==> src/rtl/cache_mem_arbiter.sv <==
// Arbitrates the single RAM word port between icache and dcache.
// dcache has priority; a saturating dcache streak counter forces an icache grant.
module cache_mem_arbiter #(
    parameter int MAX_DSTREAK = 4
) (
    input  logic        CLK,
    input  logic        nRST,
    input  logic        iREN,
    input  logic [31:0] iaddr,
    output logic        iwait,
    output logic [31:0] iload,
    input  logic        dREN,
    input  logic        dWEN,
    input  logic [31:0] daddr,
    input  logic [31:0] dstore,
    output logic        dwait,
    output logic [31:0] dload,
    output logic        ramREN,
    output logic        ramWEN,
    output logic [31:0] ramaddr,
    output logic [31:0] ramstore,
    input  logic [31:0] ramload,
    input  logic        ram_ready
);

    localparam int DSW = $clog2(MAX_DSTREAK + 1);
    localparam logic [DSW-1:0] DS_MAX = DSW'(MAX_DSTREAK);

    typedef enum logic [1:0] {
        IDLE   = 2'd0,
        IGRANT = 2'd1,
        DGRANT = 2'd2
    } state_t;

    state_t         state_r;
    state_t         next_state_s;
    logic [DSW-1:0] dstreak_r;
    logic [DSW-1:0] dstreak_nxt_s;
    logic           i_done_s;
    logic           d_done_s;

    // State register; reset drops any in-flight access.
    always_ff @(posedge CLK or negedge nRST) begin
        if (!nRST) begin
            state_r <= IDLE;
        end else begin
            state_r <= next_state_s;
        end
    end

    // dcache streak register.
    always_ff @(posedge CLK or negedge nRST) begin
        if (!nRST) begin
            dstreak_r <= '0;
        end else begin
            dstreak_r <= dstreak_nxt_s;
        end
    end

    // Next-state arbitration and RAM/requester outputs.
    always_comb begin
        next_state_s = state_r;
        iwait        = 1'b1;
        dwait        = 1'b1;
        iload        = 32'h0000_0000;
        dload        = 32'h0000_0000;
        ramREN       = 1'b0;
        ramWEN       = 1'b0;
        ramaddr      = 32'h0000_0000;
        ramstore     = 32'h0000_0000;
        i_done_s     = 1'b0;
        d_done_s     = 1'b0;
        case (state_r)
            IDLE: begin
                // Streak uses the registered count so the decision is glitch-free.
                if ((dREN || dWEN) && !(iREN && (dstreak_r == DS_MAX))) begin
                    next_state_s = DGRANT;
                end else if (iREN) begin
                    next_state_s = IGRANT;
                end else begin
                    next_state_s = IDLE;
                end
            end
            IGRANT: begin
                if (!iREN) begin
                    next_state_s = IDLE;
                end else begin
                    ramREN  = 1'b1;
                    ramaddr = iaddr;
                    if (ram_ready) begin
                        iwait        = 1'b0;
                        iload        = ramload;
                        i_done_s     = 1'b1;
                        next_state_s = IDLE;
                    end else begin
                        next_state_s = IGRANT;
                    end
                end
            end
            DGRANT: begin
                if (!(dREN || dWEN)) begin
                    next_state_s = IDLE;
                end else begin
                    ramaddr = daddr;
                    if (dWEN) begin
                        ramWEN   = 1'b1;
                        ramstore = dstore;
                    end else begin
                        ramREN   = 1'b1;
                    end
                    if (ram_ready) begin
                        dwait        = 1'b0;
                        dload        = dWEN ? 32'h0000_0000 : ramload;
                        d_done_s     = 1'b1;
                        next_state_s = IDLE;
                    end else begin
                        next_state_s = DGRANT;
                    end
                end
            end
            default: begin
                next_state_s = IDLE;
            end
        endcase
    end

    // Streak counts dcache wins only while the icache is actually waiting.
    always_comb begin
        dstreak_nxt_s = dstreak_r;
        if (!iREN || i_done_s) begin
            dstreak_nxt_s = '0;
        end else if (d_done_s && (dstreak_r != DS_MAX)) begin
            dstreak_nxt_s = dstreak_r + DSW'(1);
        end else begin
            dstreak_nxt_s = dstreak_r;
        end
    end

endmodule
==> config.mk <==
export PLATFORM = sky130hd
export DESIGN_NAME = cache_mem_arbiter
export DESIGN_NICKNAME = d
export VERILOG_FILES = /design/src/rtl/cache_mem_arbiter.sv
export SDC_FILE = /design/constraint.sdc
export NUM_CORES = 1
export LEC_CHECK = 0
export BUFFER_PORTS_ARGS = -buffer_cell sky130_fd_sc_hd__clkbuf_2
export CAP_MARGIN = 10
export CORE_AREA = 5 5 100 102
export DETAILED_ROUTE_END_ITERATION = 6
export DIE_AREA = 0 0 105 107
export PLACE_DENSITY_LB_ADDON = 0.2
export SLEW_MARGIN = 15
export SYNTH_ARGS = -nofsm -noshare
export SYNTH_HDL_FRONTEND = slang
export SYNTH_SLANG_ARGS = --single-unit
==> constraint.sdc <==
create_clock -name CLK -period 1.7 [get_ports CLK]
set_input_delay 0.255 -clock CLK [delete_from_list [all_inputs] [get_ports CLK]]
set_output_delay 0.255 -clock CLK [all_outputs]
set_load 0.01 [all_outputs]
==> impl_metrics.tcl, run 1 <==
set metrics [dict create \
    grt.busiest_layer "met2" \
    syn_to_final_growth_pct 95.0 \
    nets 644 \
    post-route-cell-area_mm2 0.00353 \
    ys_types 29 \
    yosys_register_bits 5 \
    grtUsageMet2_pct 27.4 \
    worstSkewPairLatency_ns 0.22 \
    clkTransAtPathRegs_ns 0.04 \
    peakVddDrop_mv 0.278 \
    drt-initial-drc-count 118 \
    placed_cell_area_mm2 0.00327 \
    hold_start "iREN" \
    slew_violations 0 \
    cts_root_buffer "clkbuf_8" \
    ff2ff_setup_slack_ns 0.12 \
    status "finished with violations" \
    grt_overflow 0 \
    start_util_pct 20.1 \
    grt.total_usage_pct 14.2 \
    layout-drive-gt1-share_pct 66.8 \
    grt_pass1_wl_mm 13.7 \
    path_cells "inv_2 > ha_4 > and2_4 > buf_6 > and3_1 > clkbuf_2" \
    cp.depth 6 \
    design.core.area_mm2 0.00902 \
    wl_per_cell_um 14.7 \
    setup_ws_ns -0.153 \
    path_class "reg -> out" \
    grt_start_max_net_pins 49 \
    drc 0 \
    ios 266 \
    die_w_um 105 \
    r2r_start "state_r[0]" \
    clockBufferDepth 2 \
    rr_endpoint "dstreak_r[1]" \
    cts.sinks 5 \
    dr.pass1.iters 4 \
    setup_viol_count_final 132 \
    syn_inst 237 \
    netlist_area_mm2 0.00181 \
    cts_max_level 1 \
    vias_per_cell 4.52 \
    arrival_ns 1.60 \
    fin_tns_setup_ns -12.37 \
    finClkSkew_ns 0.00231 \
    antenna_found_initial 0 \
    powerDensity_mw_per_mm2 548 \
    fillers 969 \
    synth.area.mux_share_pct 0 \
    end_kind "output pin" \
    diodes 0 \
    period_minus_slack_ns 1.85 \
    place_hpwl_mm 7.39 \
    cpMaxStageDelayCell "dfrtp_1" \
    cts_tree "built" \
    finalHoldViolations 0 \
    tightest_slew_ns 0.328 \
    critPathBufInv 3 \
    ys_seq_area_share_pct 6.92 \
    grtUsageMet3_pct 2.95 \
    min_to "state_r[0]" \
    hp-class "in -> reg" \
    violations "negative setup slack" \
    max-cap-violations 0 \
    fmaxAchievable_mhz 540 \
    placed_cells 600 \
    leakagePower_nw 2.28 \
    grtUsageMet1_pct 16.3 \
    crit_path_start_kind "flop" \
    crit_fanout 31 \
    vias 2775 \
    pre_cts_ws_ns -0.000503 \
    rows 35 \
    totalWireLength_mm 9.00 \
    synth-compound-area-share_pct 27.0 \
    regArea_um2 126 \
    grt_setup_unrepaired "yes" \
    cp_data_required_time_ns 1.44 \
    syn_area_per_cell_um2 7.63 \
    total_power_mw 1.93 \
    cts_made_buffers 3 \
    yosys.area_share.simple_pct 49.7 \
    port_buffers 265 \
    die_h_um 107 \
    place_congestion 0.785 \
    synthAdderAreaFrac_pct 4.15 \
    synth_nets 377 \
    final_cells 614 \
    synth_top_family_by_area "simple AND/OR/NAND/NOR gates" \
    whs_path_depth 3 \
    synth_xor_area_share_pct 0 \
    ant_nets 0 \
    critPathTopFamily "buffers and inverters" \
    grt_pass1_vias 2804 \
    multi_input_area_mm2 0.00149 \
    reg2reg_depth 9 \
    cpPeakStageDelay_ns 0.39 \
    die_area_mm2 0.0112 \
    fin_crit_sh_pct 109 \
    relSlewSlack_pct 78.0 \
    yosys_warnings 0 \
]
layout by cell type, fill, tap and decap left out, drive strengths merged, types with 4 or more instances in the layout:
master,Yosys,layout
and3,96,96
ha,6,6
inv,5,5
nor2b,33,33
o21ai,4,4
buf,19,72
clkbuf,12,223
a22oi,32,32
dfrtp,5,5
stage by stage:
step | hold slack (ns) | util, %
floorplan | -0.0406 | -
global placement | 0.0805 | 36.2
detailed placement | 0.0797 | 36.2
CTS | 0.313 | 38.5
global route | 0.347 | 39.1
finish | 0.312 | 39.1
worst min-delay path, stage by stage:
cell	delay, ns
clkbuf_2	0.11
nand2b_1	0.07
a21oi_1	0.05
cells by family after synthesis:
| kind of cell | Yosys count |
|---|---|
| buf+inv | 36 |
| simple gates | 145 |
| compound gates | 45 |
| flops | 5 |
| fa+ha+maj | 6 |
area by class of cell:
type                    instances  area share [%]
repair buffers                293            48.4
multi-input cells             196            42.2
well taps                     111            3.94
flip-flops and latches          5            3.58
clock buffers                   4            1.28
inverters                       5           0.603
report_power, final:
group	internal [mW]	leakage, nW	total, mW	switching [mW]
registers	0.133	0.0655	0.146	0.0133
logic	0.837	2.19	1.57	0.733
clock network	0.161	0.0228	0.218	0.0572
state kept, by name, summed over array words and instances, names as in the netlist:
| name | count |
|---|---|
| dstreak_r | 3 |
| state_r | 2 |
worst max path at each step:
stage	startpoint	end	slack [ns]
5_1_grt	state_r[1]	iload[24]	-0.25
4_1_cts	state_r[1]	ramaddr[7]	-0.14
6_report	state_r[1]	iload[27]	-0.15
2_1_floorplan	state_r[1]	ramaddr[10]	0.16
3_5_place_dp	state_r[0]	ramaddr[7]	-0.0005
3_3_place_gp	state_r[0]	dload[0]	0.03
Yosys cell counts:
master / number / area [um^2]
nor2_4: 1 / 11.3
buf_4: 9 / 67.6
a21oi_1: 3 / 15.0
ha_1: 6 / 75.1
nand3b_1: 1 / 7.51
nor3_1: 1 / 5.00
a21boi_0: 1 / 7.51
o211a_4: 1 / 17.5
dfrtp_1: 5 / 125
nand3_1: 3 / 15.0
clkbuf_1: 12 / 45.0
o21ai_0: 4 / 20.0
a21boi_1: 2 / 15.0
buf_6: 5 / 56.3
a22oi_1: 2 / 15.0
and3_1: 96 / 601
and2_4: 1 / 8.76
buf_8: 1 / 15.0
nand2_1: 3 / 11.3
nand2b_1: 2 / 12.5
inv_1: 4 / 15.0
nor2b_1: 33 / 206
buf_2: 4 / 20.0
inv_2: 1 / 3.75
o21a_1: 1 / 7.51
a22oi_2: 30 / 375
o21a_4: 1 / 15.0
nor2_1: 2 / 7.51
and2_1: 2 / 12.5
timing repair:
item,CTS,global route
setup endpoints to repair,122,135
pin swaps,1,0
resized for setup,18,54
endpoints found under the hold margin,5,0
cloned,2,2
buffers inserted,5,0
hold buffers,1,0
metal layers:
layer | part of all wire, % | up-vias
li1 | - | 1391
met1 | 39 | 1235
met2 | 52 | 145
met3 | 8.0 | 4
met4 | 0.43 | 0
met5 | 0 | -
Note: power is estimated with default switching activity, not from simulation.
==> run 2, diff against run 1 <==
Settings changed: TNS_END_PERCENT from default to 1.
==> impl_metrics.tcl, run 2 (synthesis gave the netlist of run 1 again) <==
set metrics [dict create \
    cp_data_required_time_ns 1.44 \
    vias 2753 \
    tightest_slew_ns 0.325 \
    clockBufferDepth 2 \
    max-cap-violations 0 \
    leakagePower_nw 2.27 \
    end_kind "output pin" \
    reg2reg_depth 7 \
    syn_to_final_growth_pct 95.0 \
    hp-class "in -> reg" \
    place_congestion 0.785 \
    layout-drive-gt1-share_pct 67.0 \
    die_w_um 105 \
    design.core.area_mm2 0.00902 \
    total_power_mw 1.83 \
    grt_pass1_wl_mm 13.2 \
    powerDensity_mw_per_mm2 520 \
    wl_per_cell_um 14.6 \
    largest_register_ff_count 3 \
    setup_viol_count_final 98 \
    slew_violations 0 \
    worstSkewPairLatency_ns 0.22 \
    cts_tree "built" \
    totalWireLength_mm 8.90 \
    final_common_cell "clkbuf_2" \
    fillers 972 \
    cpMaxStageDelayCell "dfrtp_1" \
    crit_fanout 26 \
    ios 266 \
    period_minus_slack_ns 1.87 \
    cts_made_buffers 3 \
    grt_pass1_vias 2706 \
    cts.sinks 5 \
    diodes 0 \
    cts_max_level 1 \
    die_area_mm2 0.0112 \
    cts_root_buffer "clkbuf_8" \
    min_to "state_r[0]" \
    whs_path_depth 3 \
    grt.total_usage_pct 13.7 \
    antenna_found_initial 0 \
    hold_start "iREN" \
    rr_endpoint "dstreak_r[1]" \
    port_buffers 265 \
    top_register "dstreak_r" \
    relSlewSlack_pct 78.2 \
    r2r_start "state_r[0]" \
    path_cells "inv_2 > buf_4 > ha_1 > buf_12 > nor2b_1 > clkbuf_2" \
    arrival_ns 1.61 \
    drc 0 \
    path_class "reg -> out" \
    rows 35 \
    place_hpwl_mm 7.39 \
    status "finished with violations" \
    nets 641 \
    violations "negative setup slack" \
    finalHoldViolations 0 \
    reg_top3 "dstreak_r (3), state_r (2)" \
    ff2ff_setup_slack_ns 0.26 \
    grt_setup_unrepaired "yes" \
    setup_ws_ns -0.168 \
    ant_nets 0 \
    fin_crit_sh_pct 110 \
    finClkSkew_ns 0.00233 \
    cpPeakStageDelay_ns 0.38 \
    utilization_pct 39.1 \
    fmaxAchievable_mhz 535 \
    start_util_pct 20.1 \
    drt-initial-drc-count 141 \
    dr.pass1.iters 4 \
    grt_start_max_net_pins 49 \
    final_cell_mix "201 x clkbuf_2, 96 x and3_1, 61 x buf_2" \
    peakVddDrop_mv 0.284 \
    clkTransAtPathRegs_ns 0.04 \
    crit_path_start_kind "flop" \
    grt_overflow 0 \
    die_h_um 107 \
    vias_per_cell 4.51 \
]
## run 2: cell count changes in the layout (fill, tap and decap cells not counted), moves of 2 or more
cell,delta
o21ai_1,-3
buf_2,+13
buf_4,-3
clkbuf_2,-15
a22oi_2,+2
buf_6,+2
a22oi_1,-2
o21ai_0,+3
## run 2: layout make-up
cell class / count / area (um^2) / share of cell area [%]
timing repair buffer: 290 / 1700 / 48.1
tap: 111 / 139 / 3.94
inverter: 5 / 21.3 / 0.603
sequential: 5 / 126 / 3.58
multi-input combinational: 196 / 1500 / 42.5
clock buffer: 4 / 45.0 / 1.28
## run 2: through the flow
stage                     hold WS [ns]   TNS [ns]  std cells  setup slack (ns)  cell area, um^2
final                            0.306     -11.08        611            -0.168             3530
after detailed placement        0.0797  -0.000503        600         -0.000503             3270
after floorplan                -0.0406          0        237             0.160             1810
after global placement          0.0805          0        600            0.0258             3270
after global routing             0.342     -18.99        611            -0.257             3530
after CTS                        0.313     -11.69        605            -0.170             3340
## run 2: critical path: cells and delay by family (launching register included)
family                   cells  cell delay (ns)
flip-flops                   1             0.38
buffers and inverters        4             0.51
AND/OR/NAND/NOR              1             0.16
adder cells (fa/ha/maj)      1             0.33
## run 2: where the power goes
| group | internal (mW) | switching (mW) |
|---|---|---|
| combinational | 0.756 | 0.714 |
| clock | 0.161 | 0.0572 |
| sequential | 0.133 | 0.0133 |
## run 2: routing by layer
layer / vias up / part of all wire, % / GRT usage (%)
li1: 1386 / - / -
met1: 1219 / 38 / 15.8
met2: 142 / 53 / 26.3
met3: 6 / 8.2 / 2.89
met4: 0 / 0.63 / 1.92
met5: - / 0 / 0
## run 2: worst max path at each step
stage | start | endpoint | slack, ns
after floorplan | state_r[1] | ramaddr[10] | 0.16
after global placement | state_r[0] | dload[0] | 0.03
after detailed placement | state_r[0] | ramaddr[7] | -0.0005
after CTS | state_r[0] | dload[5] | -0.17
after global routing | state_r[1] | ramaddr[14] | -0.26
final | state_r[1] | ramaddr[7] | -0.17
## run 2: repair_timing
item | 4_1_cts | 5_1_grt
hold buffers | 1 | 0
endpoints found under the setup margin | 122 | 127
resized for setup | 7 | 82
buffers inserted | 0 | 2
endpoints found under the hold margin | 5 | 0
gates cloned | 0 | 4
pin swaps | 0 | 19
==> run 3, diff against run 2 <==
Settings changed: CAP_MARGIN 10 to 20, CORE_AREA 5 5 100 102 to 5 5 99 101, DIE_AREA 0 0 105 107 to 0 0 104 106, PLACE_DENSITY from default to 0.61, PLACE_DENSITY_LB_ADDON 0.2 to default.
==> impl_metrics.tcl, run 3 (synthesis gave the netlist of run 1 again) <==
set metrics [dict create \
    reg_top3 "dstreak_r (3), state_r (2)" \
    clkTransAtPathRegs_ns 0.03 \
    arrival_ns 1.65 \
    place_hpwl_mm 6.92 \
    grt.total_usage_pct 14.4 \
    path_class "reg -> out" \
    setup_viol_count_final 131 \
    crit_path_start_kind "flop" \
    die_h_um 106 \
    cts_root_buffer "clkbuf_8" \
    fmaxAchievable_mhz 525 \
    grt_setup_unrepaired "yes" \
    max-cap-violations 0 \
    wl_per_cell_um 14.3 \
    vias 2791 \
    powerDensity_mw_per_mm2 536 \
    setup_ws_ns -0.204 \
    violations "negative setup slack" \
    finClkSkew_ns 0.00129 \
    vias_per_cell 4.55 \
    ios 266 \
    whs_ns 0.336 \
    relSlewSlack_pct 76.7 \
    nets 644 \
    antenna_found_initial 0 \
    cts_max_level 1 \
    cts_tree "built" \
    top_register "dstreak_r" \
    rows 35 \
    diodes 0 \
    peakVddDrop_mv 0.468 \
    finalHoldViolations 0 \
    totalWireLength_mm 8.76 \
    drc 0 \
    final_common_cell "clkbuf_2" \
    worstSkewPairLatency_ns 0.22 \
    die_area_mm2 0.0110 \
    layout-drive-gt1-share_pct 68.0 \
    die_w_um 104 \
    ant_nets 0 \
    fin_tns_setup_ns -9.72 \
    cts.sinks 5 \
    grt_pass1_wl_mm 13.6 \
    fillers 894 \
    place_congestion 0.794 \
    design.core.area_mm2 0.00893 \
    placed_cells 597 \
    grt_start_max_net_pins 56 \
    final_cells 614 \
    tightest_slew_ns 0.346 \
    crit_fanout 4 \
    hp-class "in -> reg" \
    port_buffers 265 \
    end_kind "output pin" \
    grt_pass1_vias 2846 \
    cp_data_required_time_ns 1.44 \
    grt_overflow 0 \
    regArea_um2 125 \
    status "finished with violations" \
    slew_violations 0 \
    pre_cts_ws_ns -0.00764 \
    period_minus_slack_ns 1.90 \
    drt-initial-drc-count 107 \
    cts_made_buffers 3 \
    fin_crit_sh_pct 112 \
    clockBufferDepth 2 \
    multi_input_area_mm2 0.00152 \
    largest_register_ff_count 3 \
    dr.pass1.iters 4 \
    final_cell_mix "167 x clkbuf_2, 93 x buf_2, 91 x and3_1" \
    start_util_pct 20.3 \
    leakagePower_nw 2.33 \
    syn_to_final_growth_pct 102 \
]
run 3: cell type report:
cell class	instances	share of cell area, %
Clock buffer	4	1.23
Inverter	5	0.582
Multi-Input combinational cell	196	41.7
Sequential cell	5	3.42
Tap cell	111	3.80
Timing Repair Buffer	293	49.3
run 3: critical path, stage by stage, from the launching register on:
cell     delay [ns]
dfrtp_1        0.39
buf_6          0.13
ha_4           0.16
o21a_4         0.15
buf_12         0.14
buf_6          0.12
a22oi_2        0.14
nor2b_1        0.06
buf_2          0.14
run 3: path summary, 6_finish.rpt:
kind                              startpoint      endpoint  slack (ns)  depth (start not counted)
worst max-delay path              state_r[1]    ramaddr[1]       -0.20                          8
worst min register to register  dstreak_r[2]  dstreak_r[2]        0.59                          2
worst max register to register    state_r[0]  dstreak_r[1]        0.19                          8
max in group asynchronous               nRST  dstreak_r[1]        1.17                          2
min in group asynchronous               nRST    state_r[0]        0.40                          2
worst min-delay path                    iREN    state_r[0]        0.34                          3
run 3: what timing repair did:
item | CTS | global route
endpoints found under the setup margin | 130 | 132
resized for setup | 22 | 107
gates cloned | 3 | 1
hold buffers | 1 | 0
pin swaps | 18 | 3
buffers inserted | 8 | 0
hold endpoints to repair | 5 | 0
run 3: power breakdown:
group          leakage (nW)  switching, mW  internal (mW)
clock                0.0228         0.0519          0.160
combinational          2.24          0.744          0.861
sequential           0.0670         0.0122          0.133
run 3: per-stage QoR:
step	total power, mW	area [um^2]	utilization, %
finish	1.96	3660	40.9
global route	2.13	3660	40.9
CTS	1.97	3590	40.2
detailed placement	1.51	3260	36.5
global placement	1.48	3260	36.5
floorplan	0.932	1810	-
run 3: routing by layer:
layer	global-route usage (%)	vias to the layer above	wire length (um)
met3	4.31	6	861
met1	15.9	1237	3280
met2	27.7	153	4580
met5	0	-	0
li1	-	1395	-
met4	1.57	0	44
